File: src/rtl/eeg_oram_pkg.sv
// Shared types for the ORAM bank drain controller.
package eeg_oram_pkg;

  localparam int unsigned ST_W = 2;

  typedef enum logic [ST_W-1:0] {
    StIdle  = 2'd0,
    StIssue = 2'd1,
    StFlush = 2'd2,
    StFin   = 2'd3
  } oram_state_e;

endpackage

File: src/rtl/eeg_oram_next_port.sv
// Port-walk helper: lowest set mask bit, next set bit above cur, and whether any remain above cur.
module eeg_oram_next_port #(
  parameter int unsigned  NumPorts = 4,
  localparam int unsigned PW       = (NumPorts > 1) ? $clog2(NumPorts) : 1
) (
  input  logic [NumPorts-1:0] mask_i,
  input  logic [PW-1:0]       cur_i,
  output logic [PW-1:0]       next_o,
  output logic [PW-1:0]       first_o,
  output logic                none_left_o
);

  // Scan downwards so the last hit is the lowest qualifying bit.
  always_comb begin
    first_o     = '0;
    next_o      = '0;
    none_left_o = 1'b1;
    for (int i = NumPorts - 1; i >= 0; i--) begin
      if (mask_i[i]) begin
        first_o = PW'(i);
        if (i > int'(cur_i)) begin
          next_o      = PW'(i);
          none_left_o = 1'b0;
        end
      end
    end
    if (none_left_o) next_o = first_o;
  end

endmodule

File: src/rtl/eeg_oram_drain_ctrl.sv
// Readout sequencer for one ORAM bank: walks enabled OMUX ports, issues reads 0..LEN-1 per port
// and merges the returned words into a single tagged valid/ready stream.
module eeg_oram_drain_ctrl
  import eeg_oram_pkg::*;
#(
  parameter int unsigned  OMUX_NUM_DW = 4,
  parameter int unsigned  OMUX_ADD_AW = 8,
  parameter int unsigned  ORAM_DAT_DW = 8,
  localparam int unsigned PW          = (OMUX_NUM_DW > 1) ? $clog2(OMUX_NUM_DW) : 1
) (
  input  logic                               clk,
  input  logic                               rst_n,
  input  logic                               START,
  input  logic [OMUX_ADD_AW:0]               CFG_LEN,
  input  logic [OMUX_NUM_DW-1:0]             CFG_MASK,
  output logic                               BUSY,
  output logic                               DONE,
  output logic [OMUX_NUM_DW-1:0]             ORAM_ADD_VLD,
  output logic [OMUX_NUM_DW-1:0]             ORAM_ADD_LST,
  input  logic [OMUX_NUM_DW-1:0]             ORAM_ADD_RDY,
  output logic [OMUX_NUM_DW*OMUX_ADD_AW-1:0] ORAM_ADD_ADD,
  input  logic [OMUX_NUM_DW-1:0]             ORAM_DAT_VLD,
  input  logic [OMUX_NUM_DW-1:0]             ORAM_DAT_LST,
  output logic [OMUX_NUM_DW-1:0]             ORAM_DAT_RDY,
  input  logic [OMUX_NUM_DW*ORAM_DAT_DW-1:0] ORAM_DAT_DAT,
  output logic                               OUT_VLD,
  input  logic                               OUT_RDY,
  output logic [ORAM_DAT_DW-1:0]             OUT_DAT,
  output logic [PW-1:0]                      OUT_PRT,
  output logic                               OUT_LST
);

  localparam int unsigned CW = OMUX_ADD_AW + 1;

  oram_state_e            state_q, state_d;
  logic [PW-1:0]          sel_q, sel_d;
  logic [CW-1:0]          addr_q, addr_d;
  logic [CW-1:0]          len_q, len_d;
  logic [OMUX_NUM_DW-1:0] mask_q, mask_d;

  logic [OMUX_NUM_DW-1:0] np_mask;
  logic [PW-1:0]          np_next, np_first;
  logic                   np_none_left;
  logic                   add_lst, add_acc, out_hs;

  // In IDLE the walker looks at the live config so the first port is known at START.
  assign np_mask = (state_q == StIdle) ? CFG_MASK : mask_q;

  eeg_oram_next_port #(
    .NumPorts (OMUX_NUM_DW)
  ) u_next_port (
    .mask_i      (np_mask),
    .cur_i       (sel_q),
    .next_o      (np_next),
    .first_o     (np_first),
    .none_left_o (np_none_left)
  );

  assign BUSY    = (state_q != StIdle);
  assign DONE    = (state_q == StFin);
  assign add_lst = (addr_q == len_q - CW'(1));
  assign add_acc = (state_q == StIssue) && ORAM_ADD_RDY[sel_q];
  assign OUT_VLD = ORAM_DAT_VLD[sel_q] & BUSY;
  assign out_hs  = OUT_VLD & OUT_RDY;
  assign OUT_DAT = ORAM_DAT_DAT[int'(sel_q)*ORAM_DAT_DW +: ORAM_DAT_DW];
  assign OUT_PRT = sel_q;
  assign OUT_LST = ORAM_DAT_LST[sel_q] & np_none_left & BUSY;

  always_comb begin
    ORAM_ADD_VLD = '0;
    ORAM_ADD_LST = '0;
    ORAM_DAT_RDY = '1;
    if (state_q == StIssue) begin
      ORAM_ADD_VLD[sel_q] = 1'b1;
      ORAM_ADD_LST[sel_q] = add_lst;
    end
    // Only the selected lane is backpressured; idle lanes never hold a word.
    if (BUSY) ORAM_DAT_RDY[sel_q] = OUT_RDY;
  end

  always_comb begin
    for (int i = 0; i < int'(OMUX_NUM_DW); i++) begin
      ORAM_ADD_ADD[i*OMUX_ADD_AW +: OMUX_ADD_AW] = addr_q[OMUX_ADD_AW-1:0];
    end
  end

  always_comb begin
    state_d = state_q;
    sel_d   = sel_q;
    addr_d  = addr_q;
    len_d   = len_q;
    mask_d  = mask_q;
    unique case (state_q)
      StIdle: begin
        if (START) begin
          len_d  = CFG_LEN;
          mask_d = CFG_MASK;
          addr_d = '0;
          if (CFG_LEN == '0 || CFG_MASK == '0) begin
            state_d = StFin;
          end else begin
            sel_d   = np_first;
            state_d = StIssue;
          end
        end
      end
      StIssue: begin
        if (add_acc) begin
          if (add_lst) begin
            // Wrap only here so LEN = 2^AW still reaches the full address range.
            addr_d  = '0;
            state_d = StFlush;
          end else begin
            addr_d = addr_q + CW'(1);
          end
        end
      end
      StFlush: begin
        if (out_hs && ORAM_DAT_LST[sel_q]) begin
          if (np_none_left) begin
            state_d = StFin;
          end else begin
            sel_d   = np_next;
            addr_d  = '0;
            state_d = StIssue;
          end
        end
      end
      StFin: begin
        state_d = StIdle;
      end
      default: begin
        state_d = StIdle;
      end
    endcase
  end

  always_ff @(posedge clk or negedge rst_n) begin
    if (!rst_n) begin
      state_q <= StIdle;
      sel_q   <= '0;
      addr_q  <= '0;
      len_q   <= '0;
      mask_q  <= '0;
    end else begin
      state_q <= state_d;
      sel_q   <= sel_d;
      addr_q  <= addr_d;
      len_q   <= len_d;
      mask_q  <= mask_d;
    end
  end

endmodule

File: config.mk
export PLATFORM = sky130hd
export DESIGN_NAME = eeg_oram_drain_ctrl
export DESIGN_NICKNAME = d
export VERILOG_FILES = /design/src/rtl/eeg_oram_pkg.sv /design/src/rtl/eeg_oram_next_port.sv /design/src/rtl/eeg_oram_drain_ctrl.sv
export SDC_FILE = /design/constraint.sdc
export NUM_CORES = 1
export LEC_CHECK = 0
export ABC_AREA = 1
export CORE_MARGIN = 4
export CORE_UTILIZATION = 42
export CTS_CLUSTER_DIAMETER = 60
export DETAILED_ROUTE_END_ITERATION = 16
export PLACE_DENSITY = 0.93
export SLEW_MARGIN = 20
export SYNTH_ARGS = -nofsm -noshare
export SYNTH_HDL_FRONTEND = slang
export SYNTH_SLANG_ARGS = --single-unit
File: constraint.sdc
create_clock -name clk -period 1.9 [get_ports clk]
set_input_delay 0.38 -clock clk [delete_from_list [all_inputs] [get_ports clk]]
set_output_delay 0.38 -clock clk [all_outputs]
set_load 0.02 [all_outputs]
### After elaboration in Yosys (flattened, before gate mapping)

Cells that the tools add are included.

| word-level totals | value |
|---|---|
| output and inout bits | 58 |
| register bits after elaboration | 26 |
| word-level logic and storage cells | 90 |
| input port bits | 61 |

| operators by class | value |
|---|---|
| shift-type cells | 1 |
| $lt $le $gt $ge | 5 |
| equality and inequality tests | 10 |
| reductions and logical operators | 14 |
| bitwise gates (word level) | 7 |
| add/subtract/negate cells | 2 |
| muxes and demuxes | 46 |

Operators with widths:

| cell | number |
|---|---|
| $mux W9 | 5 |
| $mux W2 | 20 |
| $shiftx A32 B6 Y8 | 1 |
| $pmux W9 S3 | 1 |
| $mux W4 | 4 |
| $ne A2 B2 Y1 const B | 6 |
| $mux W1 | 10 |
| $reduce_and A5 Y1 | 2 |
| $add A9 B1 Y9 const B | 1 |
| $eq A9 B9 Y1 | 1 |
| $logic_not A9 Y1 | 1 |
| $sub A9 B1 Y9 const B | 1 |
| $pmux W2 S4 | 1 |
| $bmux W1 S2 | 3 |
| $and A1 B1 Y1 | 4 |
| $and A4 B4 Y4 | 1 |
| $eq A2 B2 Y1 const B | 2 |
| $gt A2 B2 Y1 const A | 2 |
| $logic_not A4 Y1 | 1 |
| $not A4 Y4 | 1 |
| $or A4 B4 Y4 | 1 |
| $pmux W2 S2 | 1 |
| $reduce_and A4 Y1 | 1 |
| $reduce_bool A2 Y1 | 2 |
| 10 further kinds | 12 |

### Depth between registers and ports, before layout

| logic depth | value |
|---|---|
| depth after elaboration | 10 |
| gate-level depth with buffers | 15 |
| gate-level depth less buffers | 15 |

### Modules after synthesis

Synthesis repeated with hierarchy kept, for this count alone.

| unflattened totals | value |
|---|---|
| cell total of the unflattened synthesis | 373 |
| area, all modules | 2353.5 µm² |

By module, submodules not included:

| module | seq. area each (µm²) | area an instance (µm²) | times used | cells an instance |
|---|---|---|---|---|
| eeg_oram_drain_ctrl | 650.6 | 2258.4 | 1 | 351 |
| eeg_oram_next_port | 0.0 | 95.1 | 1 | 22 |

### Worst setup path before layout

Ideal clock, no wire load.

| timing | value |
|---|---|
| path type | register -> output |
| start | reg len_q[0] |
| end | out ORAM_ADD_LST[0] |
| path slack | -0.271 ns |
| data arrival time | 1.791 ns |
| required time | 1.520 ns |
| stages on the path, launching flop included | 9 |
| path buffers | 0 |
| cells stage by stage | dfrtp_1 inv_1 ha_1 nand2_1 nor2_1 a21oi_1 nor3_1 nand3_1 nor3_1 |

| between the ends | value |
|---|---|
| longest elaborated chain between the ends | 4 |

Ends and longest elaborated chain:

| item | RTL line | RTL |
|---|---|---|
| start, declared | eeg_oram_drain_ctrl.sv:38 | `logic [CW-1:0] len_q, len_d;` |
| start signal, assigned | eeg_oram_drain_ctrl.sv:149 | `len_q <= len_d;` |
| $sub A9 B1 Y9 | eeg_oram_drain_ctrl.sv:61 | `assign add_lst = (addr_q == len_q - CW'(1));` |
| $eq A9 B9 Y1 | eeg_oram_drain_ctrl.sv:61 |  |
| $and A4 B4 Y4 (no line) | - |  |
| $mux W4 | eeg_oram_drain_ctrl.sv:73 | `if (state_q == StIssue) begin` |
| end, declared | eeg_oram_drain_ctrl.sv:19 | `output logic [OMUX_NUM_DW-1:0] ORAM_ADD_LST,` |

Every way passes these cells.

### Worst setup path after layout

| timing | value |
|---|---|
| start | reg len_q[1] |
| end | out ORAM_ADD_LST[2] |

The elaborated chain is that of the path after synthesis.

==> metrics <==
status=finished, violations left; failing checks=negative setup slack; die area=0.00725 mm2; Detailed Route Iter0 Violations=609; endpoints failing setup=39; Worst Tran Pin Value=0.532 ns; Tot GR Track Use=28.3%; area delta synth->final=92.1%; Post-DRT Antenna Nets=0; Worst EP arrival=2.38 ns; sequential fraction of the synthesis area=26.0%; MaxCap Viol Count=0; Min Clock Period, post-route=2.76 ns; P per Cell Area=1710 mW/mm2; Rel. slew slack=64.5%; Min-Delay Path Class=in2async; drt drc=0; Period Utilization, post-route=145%; Die Y=85.2 um; WL final=16300 um; WS Path Type=reg2out; FP Rows=27; drt wl/cell=24.5 um; routability congestion estimate=0.892; Initial Util=44.3%; TritonCTS Buffers=3; Root Buffer=clkbuf_8; worst-case clock buffer depth=2; vias in the first global route=3613; async set-reset flop share out of synthesis=100%; Core Area=0.00564 mm2; commonest non-fill, non-tap cells in the layout=nand2_1 (102), clkdlybuf4s50_1 (86), buf_4 (80); most used cell, CP=nand3_4; CP max-delay cell=dfrtp_1; number of synthesized flops with an enable pin=0; TritonRoute pass-1 iters=7; FF-to-FF Start=len_q[1]$_DFFE_PN0P_; Top Ports=119; Nets=656; Reg clk slew, reported paths=0.11 ns; final std cells w/o fill=664; f_max=362 MHz; largest net degree at the start of global routing=27; Cells after DPL=628; WP data required=1.52 ns; Post-Syn Area=0.00250 mm2; CP peak stage delay=0.43 ns; Final Max Slew Viols=0; Final Skew=0.0108 ns; layout cells sized above 1=37.7%; VDD IR-drop max=1330 uV; die span in x=85.2 um; H-tree depth=1; library cells used by synthesis=27; Max FO, Critical Path=4; syn nets=477; crit end category=output port; commonest non-fill, non-tap cell in the layout=nand2_1; Yosys warning count=0; Post-DP HPWL=7390 um; CP Launch Type=register; RSZ-0062 raised after global routing=yes; n_diodes=0; Worst Slack Setup Final=-0.864 ns; GRT overflow=0; CP Launch Point=len_q[1]$_DFFE_PN0P_; TritonCTS clock tree=done; clk sink count=26; Hold Fails Final Rpt=0; # port buffers=118; register bit total from synthesis=26; crit-path cells=inv_2 > ha_4 > or2_4 > nand3_4 > a21oi_2 > nand3b_1 > nor2_2 > nand3_4 > nor3_4 > buf_6; first-pass GRT wire length=16600 um; DR vias=4301; Top FF cell, synth=dfrtp_1; leakage=2.47 nW; antenna violations before repair=1; total power=8.22 mW; Vias/cell=6.48; Mapped Cells=414; Avg Inst Size Synth=6.04 um2; worst skew pair latency=0.30 ns
[stage by stage]
stage | cell area, um2 | util, % | setup WS (ns) | TNS [ns] | hold slack [ns]
finish | 4800 | 85.1 | -0.864 | -10.58 | 0.464
detailed placement | 4050 | 71.9 | -0.778 | -8.62 | 0.466
global route | 4800 | 85.1 | -0.893 | -11.73 | 0.495
CTS | 4250 | 75.2 | -0.464 | -2.68 | 0.488
global placement | 4050 | 71.9 | -0.680 | -6.41 | 0.459
floorplan | 2580 | - | -0.118 | -0.354 | 0.0844
[area by class of cell]
type                    instances  area [um2]
clock buffers                   3        41.3
clock inverters                 1        30.0
fillers                       241         838
inverters                      58         233
multi-input cells             290        1760
flip-flops and latches         26         657
well taps                      72        90.1
repair buffers                214        2000
[per-layer routing]
metal	up-vias	wire length, um	GRT usage, %	share of wire, %
li1	1643	-	-	-
met2	568	7430	51.4	46
met4	2	1790	16.3	11
met5	-	13	0	0.080
met3	222	2340	5.44	14
met1	1866	4730	30.3	29
[synth_stat cells, types with 3 or more instances]
cell type | count | area share [%]
clkbuf_1 | 5 | 0.75
nor3_1 | 8 | 1.6
o21ai_0 | 14 | 2.8
inv_1 | 55 | 8.3
nand2_2 | 3 | 0.75
nand4_1 | 14 | 3.5
a22oi_1 | 10 | 3.0
inv_2 | 3 | 0.45
nand2_1 | 132 | 20
nand3b_1 | 3 | 0.90
buf_4 | 34 | 10
nor2_1 | 46 | 6.9
a21oi_1 | 13 | 2.6
dfrtp_1 | 26 | 26
nand3_1 | 32 | 6.4
[repair_timing]
action / 4_1_cts / 5_1_grt
hold buffers: 0 / 0
setup buffers: 8 / 22
endpoints found under the setup margin: 32 / 36
cloned: 1 / 2
pin swaps: 10 / 28
resized for setup: 129 / 135
[flip-flops by register name, summed over array words and instances (netlist names)]
register	cells
state_q	2
mask_q	4
len_q	9
addr_q	9
OUT_PRT	2
[cell families after synthesis]
kind of cell / share of synthesized area (%)
simple gates: 41.2
buf+inv: 20.1
mux: 0.901
xor+xnor: 1.05
fa+ha+maj: 1.00
compound gates: 9.71
flops: 26.0
[where the power goes]
| part | internal [mW] | switching (mW) | total, mW |
|---|---|---|---|
| Sequential | 0.761 | 0.268 | 1.03 |
| Combinational | 2.75 | 3.94 | 6.69 |
| Clock | 0.283 | 0.219 | 0.502 |
| Total | 3.79 | 4.43 | 8.22 |
[worst paths after layout]
path,endpoint,slack (ns),cells past startpoint
worst max-delay path,ORAM_ADD_LST[2],-0.86,10
worst min-delay path,addr_q[0]$_DFFE_PN0P_,0.46,2
worst max register to register,addr_q[1]$_DFFE_PN0P_,-0.50,18
worst min register to register,mask_q[0]$_DFFE_PN0P_,0.50,2
max in group asynchronous,OUT_PRT[0]$_DFFE_PN0P_,1.13,2
min in group clk,mask_q[0]$_DFFE_PN0P_,0.50,2
[critical path: cells and delay by family, from the launching register on]
kind | cells | cell delay [ns]
fa+ha+maj | 1 | 0.33
compound gates | 1 | 0.15
buf+inv | 2 | 0.25
simple gates | 6 | 0.94
flops | 1 | 0.43
Note: power is estimated with default switching activity, not from simulation.
